<file path="config.mk">
export PLATFORM = sky130hd
export DESIGN_NAME = perip_cfg_arbiter
export DESIGN_NICKNAME = d
export VERILOG_FILES = /design/src/rtl/perip_cfg_pkg.sv /design/src/rtl/perip_cfg_arbiter_regfile.sv /design/src/rtl/perip_cfg_arbiter.sv
export SDC_FILE = /design/constraint.sdc
export NUM_CORES = 1
export LEC_CHECK = 0
export BUFFER_PORTS_ARGS = -buffer_cell sky130_fd_sc_hd__buf_4
export CORE_MARGIN = 2
export CORE_UTILIZATION = 45
export CTS_BUF_LIST = sky130_fd_sc_hd__clkbuf_4 sky130_fd_sc_hd__clkbuf_8
export CTS_CLUSTER_DIAMETER = 200
export DETAILED_ROUTE_END_ITERATION = 16
export HOLD_SLACK_MARGIN = 0.05
export PLACE_DENSITY = 0.72
export SLEW_MARGIN = 20
export SYNTH_ARGS = -nofsm -noshare
export SYNTH_HDL_FRONTEND = slang
export SYNTH_HIERARCHICAL = 1
export SYNTH_SLANG_ARGS = --single-unit
</file>
<file path="constraint.sdc">
create_clock -name FB_CLK -period 2.4 [get_ports FB_CLK]
set_input_delay 0.36 -clock FB_CLK [delete_from_list [all_inputs] [get_ports FB_CLK]]
set_output_delay 0.36 -clock FB_CLK [all_outputs]
set_load 0.01 [all_outputs]
</file>
<file path="src/rtl/perip_cfg_pkg.sv">
// perip_cfg_pkg: register indices, bank size and local access FSM states
package perip_cfg_pkg;
  localparam int REG_NUM = 5;
  localparam logic [2:0] IDX_LED_FREQ = 3'd0;
  localparam logic [2:0] IDX_BZ_FREQ = 3'd1;
  localparam logic [2:0] IDX_LEDR = 3'd2;
  localparam logic [2:0] IDX_LEDG = 3'd3;
  localparam logic [2:0] IDX_LEDB = 3'd4;
  typedef enum logic [1:0] {S_IDLE, S_WAIT, S_DONE} loc_state_e;
endpackage

</file>
<file path="src/rtl/perip_cfg_arbiter_regfile.sv">
// cfg_regfile: five 32-bit config registers, one write port, two async read ports
module cfg_regfile
  import perip_cfg_pkg::*;
#(
  parameter int AW = 3
) (
  input  logic                        clk,
  input  logic                        rst_n,
  input  logic                        we_i,
  input  logic [AW-1:0]               waddr_i,
  input  logic [31:0]                 wdata_i,
  input  logic [AW-1:0]               raddr_a_i,
  input  logic [AW-1:0]               raddr_b_i,
  output logic [31:0]                 rdata_a_o,
  output logic [31:0]                 rdata_b_o,
  output logic [REG_NUM-1:0][31:0]    regs_o
);
  localparam logic [AW-1:0] LAST = AW'(REG_NUM - 1);
  logic [REG_NUM-1:0][31:0] regs_q;
  always_ff @(posedge clk or negedge rst_n) begin
    if (!rst_n) regs_q <= '0;
    else if (we_i && waddr_i <= LAST) regs_q[waddr_i] <= wdata_i;
  end
  assign rdata_a_o = raddr_a_i <= LAST ? regs_q[raddr_a_i] : '0;
  assign rdata_b_o = raddr_b_i <= LAST ? regs_q[raddr_b_i] : '0;
  assign regs_o = regs_q;
endmodule

</file>
<file path="src/rtl/perip_cfg_arbiter.sv">
// perip_cfg_arbiter: host-priority arbitration of the peripheral config bank
module perip_cfg_arbiter
  import perip_cfg_pkg::*;
#(
  parameter logic [31:0] FB_BASE = 32'h60000000,
  parameter int          LOC_AW  = 3
) (
  input  logic              FB_CLK,
  input  logic              RST_n,
  input  logic              HOST_ALE,
  input  logic              HOST_CS,
  input  logic [31:0]       HOST_ADDR,
  input  logic              HOST_WE,
  input  logic [31:0]       HOST_WDATA,
  output logic [31:0]       HOST_RDATA,
  input  logic              LOC_REQ,
  input  logic              LOC_WE,
  input  logic [LOC_AW-1:0] LOC_ADDR,
  input  logic [31:0]       LOC_WDATA,
  output logic              LOC_GNT,
  output logic              LOC_DONE,
  output logic              LOC_ERR,
  output logic [31:0]       LOC_RDATA,
  output logic [15:0]       LOC_STALL_CNT,
  output logic [31:0]       LED_FREQ_Qout,
  output logic [31:0]       BZ_FREQ_Qout,
  output logic [31:0]       LEDR_Puty_Qout,
  output logic [31:0]       LEDG_Puty_Qout,
  output logic [31:0]       LEDB_Puty_Qout
);
  localparam logic [LOC_AW-1:0] LAST = LOC_AW'(REG_NUM - 1);
  loc_state_e state_q, state_d;
  logic host_hit, host_dp_q, blocked, gnt, rf_we, unused_ok;
  logic [LOC_AW-1:0] host_idx, host_idx_q, loc_idx_q, rf_waddr;
  logic [31:0] host_rdata_q, loc_rdata_q, loc_wdata_q, rf_wdata, rdata_a, rdata_b;
  logic loc_we_q, loc_err_q;
  logic [15:0] stall_q;
  logic [REG_NUM-1:0][31:0] regs;
  assign unused_ok = ^HOST_ADDR[1:0];
  assign host_hit = HOST_ALE & HOST_CS & (HOST_ADDR[31:5] == FB_BASE[31:5]);
  assign host_idx = LOC_AW'(HOST_ADDR[4:2]);
  assign blocked = host_hit | host_dp_q;
  assign gnt = (state_q == S_WAIT) & !blocked;
  // Host data phase and local grant are mutually exclusive, so one write port suffices
  assign rf_we = (host_dp_q & HOST_WE) | (gnt & loc_we_q);
  assign rf_waddr = host_dp_q ? host_idx_q : loc_idx_q;
  assign rf_wdata = host_dp_q ? HOST_WDATA : loc_wdata_q;
  cfg_regfile #(.AW(LOC_AW)) u_regfile (
    .clk       (FB_CLK),
    .rst_n     (RST_n),
    .we_i      (rf_we),
    .waddr_i   (rf_waddr),
    .wdata_i   (rf_wdata),
    .raddr_a_i (host_idx),
    .raddr_b_i (loc_idx_q),
    .rdata_a_o (rdata_a),
    .rdata_b_o (rdata_b),
    .regs_o    (regs)
  );
  always_comb begin
    state_d = state_q == S_IDLE ? (LOC_REQ ? S_WAIT : S_IDLE)
            : state_q == S_WAIT ? (gnt ? S_DONE : S_WAIT)
            : S_IDLE;
  end
  always_ff @(posedge FB_CLK or negedge RST_n) begin
    if (!RST_n) begin
      state_q      <= S_IDLE;
      host_dp_q    <= 1'b0;
      host_idx_q   <= '0;
      host_rdata_q <= '0;
      loc_we_q     <= 1'b0;
      loc_idx_q    <= '0;
      loc_wdata_q  <= '0;
      loc_rdata_q  <= '0;
      loc_err_q    <= 1'b0;
      stall_q      <= '0;
    end else begin
      state_q   <= state_d;
      host_dp_q <= host_hit;
      if (host_hit) begin
        host_idx_q   <= host_idx;
        host_rdata_q <= rdata_a;
      end
      if (state_q == S_IDLE && LOC_REQ) begin
        loc_we_q    <= LOC_WE;
        loc_idx_q   <= LOC_ADDR;
        loc_wdata_q <= LOC_WDATA;
      end
      if (gnt) begin
        loc_rdata_q <= rdata_b;
        loc_err_q   <= loc_idx_q > LAST;
      end
      if (state_q == S_WAIT && !gnt && stall_q != 16'hFFFF) stall_q <= stall_q + 16'd1;
    end
  end
  assign HOST_RDATA     = host_rdata_q;
  assign LOC_GNT        = gnt;
  assign LOC_DONE       = state_q == S_DONE;
  assign LOC_ERR        = LOC_DONE & loc_err_q;
  assign LOC_RDATA      = loc_rdata_q;
  assign LOC_STALL_CNT  = stall_q;
  assign LED_FREQ_Qout  = regs[IDX_LED_FREQ];
  assign BZ_FREQ_Qout   = regs[IDX_BZ_FREQ];
  assign LEDR_Puty_Qout = regs[IDX_LEDR];
  assign LEDG_Puty_Qout = regs[IDX_LEDG];
  assign LEDB_Puty_Qout = regs[IDX_LEDB];
endmodule
</file>
== Word level (Yosys, flattened, before mapping) ==
Index checks and enable logic that the tools add are counted.

* Word-level logic and storage cells: 59
* Register bits: 283
* Output and inout bits: 243

* Muxes and demuxes: 15
* $lt $le $gt $ge: 8
* Reduce and logical (&&, ||, !) cells: 8
* Add/subtract/negate cells: 1
* Equal/unequal tests: 4
* Bitwise operators: 8

{| class="wikitable"
|+ Operators with widths
! cell !! number
|-
| $bmux W32 S3 || 2
|-
| $mux W32 || 6
|-
| $bwmux W160 || 1
|-
| $demux W32 S3 || 1
|-
| $eq A27 B26 Y1 const B || 1
|-
| $add A16 B1 Y16 const B || 1
|-
| $ne A16 B16 Y1 const B || 1
|-
| $lt A3 B4 Y1 const B || 3
|-
| $le A3 B3 Y1 const B || 3
|-
| $and A1 B1 Y1 || 6
|-
| $mux W2 || 3
|-
| $logic_and A1 B1 Y1 || 5
|-
| $ge A3 B1 Y1 const B || 1
|-
| $gt A3 B3 Y1 const B || 1
|-
| $mux W3 || 1
|-
| $eq A2 B1 Y1 const B || 1
|-
| $eq A2 B2 Y1 const B || 1
|-
| $logic_not A1 Y1 || 2
|-
| $logic_not A2 Y1 || 1
|-
| $or A1 B1 Y1 || 2
|-
| $mux W1 || 1
|}

== Logic depth before layout (Yosys ltp) ==
* Depth after elaboration: 8
* Mapped depth: 11
* Depth with buffers taken out: 8

== By module ==
The synthesis kept the hierarchy.

{| class="wikitable"
|+ By module, submodules not included
! module !! sequential area each (um2) !! cells an instance !! area an instance (um2) !! instances
|-
| cfg_regfile || 4003.8 || 642 || 8438.1 || 1
|-
| perip_cfg_arbiter || 3078.0 || 361 || 5480.3 || 1
|}

== Least setup slack after synthesis ==
OpenSTA, ideal clock, no wires.

* Path type: input to register
* Start point: in HOST_CS
* End point: reg u_regfile.regs_q (netlist bit u_regfile/regs_o[65])
* Buffers on the path: 4
* Library setup time: 127 ps
* Stages on the path: 11
* Arrival: 2357 ps
* Setup slack: -84 ps
* Cells stage by stage: nor4bb_1 and4_4 a211o_1 buf_6 buf_6 inv_2 a22o_1 nor4bb_1 buf_2 buf_6 mux2_1

* Word-level cells in the longest chain between the ends: 8

{| class="wikitable"
|+ Ends and longest elaborated chain
! element !! line !! text
|-
| from (decl) || perip_cfg_arbiter.sv:11 || <nowiki>input logic HOST_CS,</nowiki>
|-
| $and A1 B1 Y1 (2 in series) || perip_cfg_arbiter.sv:40 || <nowiki>assign host_hit = HOST_ALE & HOST_CS & (HOST_ADDR[31:5] == FB_BASE[31:5]);</nowiki>
|-
| $or A1 B1 Y1 || perip_cfg_arbiter.sv:42 || <nowiki>assign blocked = host_hit | host_dp_q;</nowiki>
|-
| $logic_not A1 Y1 || perip_cfg_arbiter.sv:43 || <nowiki>assign gnt = (state_q == S_WAIT) & !blocked;</nowiki>
|-
| $and A1 B1 Y1 || perip_cfg_arbiter.sv:43 ||
|-
| net LOC_GNT || perip_cfg_arbiter.sv:20 || <nowiki>output logic LOC_GNT,</nowiki>
|-
| $and A1 B1 Y1 || perip_cfg_arbiter.sv:45 || <nowiki>assign rf_we = (host_dp_q & HOST_WE) | (gnt & loc_we_q);</nowiki>
|-
| $or A1 B1 Y1 || perip_cfg_arbiter.sv:45 ||
|-
| net rf_we || perip_cfg_arbiter.sv:33 || <nowiki>logic host_hit, host_dp_q, blocked, gnt, rf_we, unused_ok;</nowiki>
|-
| $logic_and A1 B1 Y1 || perip_cfg_arbiter_regfile.sv:22 || <nowiki>else if (we_i && waddr_i <= LAST) regs_q[waddr_i] <= wdata_i;</nowiki>
|-
| to (signal, indexed assignment) || perip_cfg_arbiter_regfile.sv:22 ||
|-
| to (decl) || perip_cfg_arbiter_regfile.sv:19 || <nowiki>logic [REG_NUM-1:0][31:0] regs_q;</nowiki>
|}

The timed path passes the listed nets, and every way through them passes these cells.
A chain may end at the register's enable or synchronous reset.

== Worst setup path after layout ==
* Start point: reg state_q[1]
* End point: reg u_regfile.regs_q (netlist bit u_regfile/regs_o[53])

* Word-level cells in the longest chain between the ends: 5

{| class="wikitable"
|+ Ends and longest elaborated chain
! element !! line !! text
|-
| from (decl) || perip_cfg_arbiter.sv:32 || <nowiki>loc_state_e state_q, state_d;</nowiki>
|-
| from (signal assigned) || perip_cfg_arbiter.sv:78 || <nowiki>state_q <= state_d;</nowiki>
|-
| $eq A2 B1 Y1 || perip_cfg_arbiter.sv:43 ||
|-
| $and A1 B1 Y1 || perip_cfg_arbiter.sv:43 ||
|-
| $and A1 B1 Y1 || perip_cfg_arbiter.sv:45 ||
|-
| $or A1 B1 Y1 || perip_cfg_arbiter.sv:45 ||
|-
| net rf_we || perip_cfg_arbiter.sv:33 ||
|-
| $logic_and A1 B1 Y1 || perip_cfg_arbiter_regfile.sv:22 ||
|}

The timed path passes the listed nets, and every way through them passes these cells.

==> impl_metrics.env <==
export IMPL_clk_latency_ns=0.57
export IMPL_synth_ff_type="dfrtp_1"
export IMPL_portBuffers=346
export IMPL_syn_area_um2=13900
export IMPL_start_kind="register"
export IMPL_cts_buffers=50
export IMPL_die_h_um=180
export IMPL_fin_ws_ns=0.0734
export IMPL_hold_viol=0
export IMPL_place_hpwl_um=29000
export IMPL_layout_nets=1531
export IMPL_finClkSkew_ns=0.0236
export IMPL_status="finished clean"
export IMPL_synth_area_leaders="dfrtp_1 51%, mux2_2 18%, mux2_1 8.0%"
export IMPL_crit_type="register to register"
export IMPL_max_slew_margin_pct=36.4
export IMPL_async_reset_ff_share_pct=100
export IMPL_cp_end_kind="register"
export IMPL_synth_top_cell_area_share_pct=50.9
export IMPL_gp_congestion=0.826
export IMPL_initial_core_util_pct=45.6
export IMPL_critPathTopFamily="compound AO/OA/AOI/OAI gates"
export IMPL_grt_ovfl_total=0
export IMPL_cts_tree="yes"
export IMPL_hold_path_class="input port to register"
export IMPL_drtPass1Iterations=5
export IMPL_fillCellCount=2457
export IMPL_vias=10396
export IMPL_rsz0062_at_grt="true"
export IMPL_regArea_um2=7090
export IMPL_vias_per_cell=5.59
export IMPL_fin_crit_sh_pct=96.9
export IMPL_slew_viol_final=0
export IMPL_clk_pin_slew_worst_paths_ns=0.06
export IMPL_ir_drop_v=0.000687
export IMPL_ys_warnings_count=6
export IMPL_std_cell_rows=64
export IMPL_max_freq_ghz=0.430
export IMPL_worst_slew_pin_transition_ns=0.951
export IMPL_leakagePower_nw=9.49
export IMPL_wl_per_cell_um=23.5
export IMPL_finalSetupViolCount=0
export IMPL_dp_slack_ns=-0.194
export IMPL_grt_total_usage_pct=26.6
export IMPL_cts_sinks=283
export IMPL_drive_gt1_share_pct=52.6
export IMPL_syn_inst=1003
export IMPL_antenna_found_initial=1
export IMPL_instances_no_fill=1860
export IMPL_synthDistinctLibCells=50
export IMPL_cts_root_buffer_cell="clkbuf_8"
export IMPL_grt_first_pass_wirelength_um=66700
export IMPL_slowest_stage="dfrtp_1"
export IMPL_synthToLayoutAreaGrowth_pct=34.4
export IMPL_seq_area_frac_synth_pct=50.9
export IMPL_cp_num_buf_inv=3
export IMPL_p_per_area_nw_per_um2=1050
export IMPL_syn_avg_cell_area_um2=13.9
export IMPL_slowest_delay_ns=0.37
export IMPL_crit_fanout=10
export IMPL_route_detailed_drc=0
export IMPL_layout_min_cycle_time_ns=2.33
export IMPL_multi_input_area_um2=6470
export IMPL_required_ns=2.85
export IMPL_die_area_um2=32400
export IMPL_first_global_vias=11068
export IMPL_synth_nets=1110
export IMPL_coreArea_um2=30500
export IMPL_max_cap_viol_count=0
export IMPL_crit_chain="nand2b_1 -> a211o_2 -> inv_4 -> a22o_1 -> nor4bb_4 -> buf_4 -> clkbuf_16 -> mux2_1"
export IMPL_crit_arrival_ns=2.77
export IMPL_clockBufferDepth=3
export IMPL_dieWidth_um=180
export IMPL_synth_seq_cells=283
export IMPL_drtAntennaViolNets=0
export IMPL_grt_max_degree=67
export IMPL_synth_top_cell_by_area="dfrtp_1"
export IMPL_drt_wl_total_um=43800
export IMPL_h_tree_depth=2
export IMPL_pin_count=349
export IMPL_post_cts_resize_count=0
export IMPL_dp_cells=1728
export IMPL_drt_first_iter_violations=585
export IMPL_synth_edf_count=0
## worst paths after layout
check	slack, ns	endpoint	startpoint	depth (start not counted)
max	0.07	u_regfile/regs_o[53]$_DFFE_PN0P_	state_q[1]$_DFF_PN0_	8
min	0.10	host_idx_q[0]$_DFFE_PN0P_	HOST_ADDR[2]	2
max reg2reg	0.07	u_regfile/regs_o[53]$_DFFE_PN0P_	state_q[1]$_DFF_PN0_	8
min reg2reg	0.49	HOST_RDATA[5]$_DFFE_PN0P_	HOST_RDATA[5]$_DFFE_PN0P_	1
max in group asynchronous	1.32	u_regfile/regs_o[18]$_DFFE_PN0P_	RST_n	3
min in group asynchronous	0.33	loc_wdata_q[3]$_DFFE_PN0P_	RST_n	2
## stage by stage
| stage | setup TNS, ns | total power, mW | instance area, um^2 | hold WS (ns) | util, % |
|---|---|---|---|---|---|
| floorplan | -0.791 | 11.1 | 13900 | 0.0644 | - |
| global placement | -15.37 | 14.6 | 17200 | 0.328 | 56.3 |
| detailed placement | -24.44 | 14.8 | 17200 | 0.331 | 56.3 |
| CTS | 0 | 19.8 | 18700 | 0.0735 | 61.2 |
| global route | -0.000344 | 20.6 | 18700 | 0.0922 | 61.3 |
| finish | 0 | 19.6 | 18700 | 0.104 | 61.3 |
## cells in the mapped netlist, types with 7 or more instances
cell type,count
nor2_1,50
dfrtp_1,283
buf_6,17
mux2_4,21
nand3_1,7
mux2_1,99
a21o_1,19
a221o_1,43
mux2i_1,84
mux2_2,223
o22ai_1,19
nor3_2,9
xor2_1,14
buf_2,27
nand2_1,10
clkbuf_1,14
## timing repair
action,CTS,global route
endpoints found under the setup margin,0,17
buffers inserted,0,2
hold buffers,37,0
endpoints found under the hold margin,85,0
## placed cells by master, fill, tap and decap left out, types with 3 or more instances in the layout
| master | Yosys | final |
|---|---|---|
| o21ai_0 | 3 | 3 |
| nand2_1 | 10 | 10 |
| buf_12 | 0 | 11 |
| nor2_2 | 1 | 3 |
| mux2_1 | 99 | 99 |
| clkbuf_8 | 0 | 62 |
| mux2i_1 | 84 | 84 |
| xor2_1 | 14 | 14 |
| mux2_2 | 223 | 223 |
| clkinv_2 | 0 | 5 |
| and3_1 | 5 | 5 |
| clkbuf_4 | 0 | 21 |
| dlygate4sd3_1 | 0 | 37 |
| nor2_1 | 50 | 47 |
| mux2_4 | 21 | 21 |
| o22ai_1 | 19 | 19 |
| nor4_1 | 4 | 4 |
| dfrtp_1 | 283 | 281 |
| buf_4 | 4 | 386 |
| nand3_1 | 7 | 7 |
| a21o_1 | 19 | 19 |
| nor3_2 | 9 | 8 |
| a221o_1 | 43 | 43 |
| and4_4 | 3 | 3 |
## final cells by class
class / count / area share, %
tap: 396 / 2.65
sequential: 283 / 37.9
inverter: 3 / 0.0736
clock inverter: 8 / 0.495
clock buffer: 83 / 5.41
timing repair buffer: 436 / 18.9
multi-input combinational: 650 / 34.6
antenna: 1 / 0.0134
## where the power goes
| group | internal, mW | total, mW | leakage (nW) | switching [mW] |
|---|---|---|---|---|
| registers | 6.24 | 7.72 | 3.68 | 1.48 |
| logic | 3.95 | 7.06 | 5.21 | 3.11 |
| clock network | 2.86 | 4.84 | 0.590 | 1.98 |
## cells by family (layout without fill, tap and decap cells)
group / Yosys count / in the layout / share of synthesized area (%)
AO/OA/AOI/OAI: 92 / 92 / 5.66
XOR/XNOR: 14 / 14 / 0.881
adder cells (fa/ha/maj): 1 / 1 / 0.0899
buffers and inverters: 70 / 530 / 3.16
flip-flops: 283 / 283 / 50.9
multiplexers: 427 / 427 / 34.4
other: 0 / 1 / 0
AND/OR/NAND/NOR: 116 / 116 / 4.97
## worst register-to-register path, delay by kind of cell, from the launching register on
kind                   cells  cell delay [ns]
buffers and inverters      3             0.45
AND/OR/NAND/NOR            2             0.45
flip-flops                 1             0.37
AO/OA/AOI/OAI              2             0.60
multiplexers               1             0.34
## registers in the layout, summed over array words and instances (netlist names), 2 cells and up
| register | count |
|---|---|
| HOST_RDATA | 32 |
| LOC_RDATA | 32 |
| LOC_STALL_CNT | 16 |
| host_idx_q | 3 |
| loc_idx_q | 3 |
| loc_wdata_q | 32 |
| state_q | 2 |
| u_regfile/regs_o | 160 |
## per-layer routing
metal / GRT usage [%] / share of wire, % / vias up
li1: - / - / 4595
met1: 33.0 / 40 / 5272
met2: 44.7 / 49 / 435
met3: 7.17 / 7.8 / 94
met4: 9.69 / 3.2 / 0
met5: 0 / 0 / -
(Power assumes the default switching activity.)
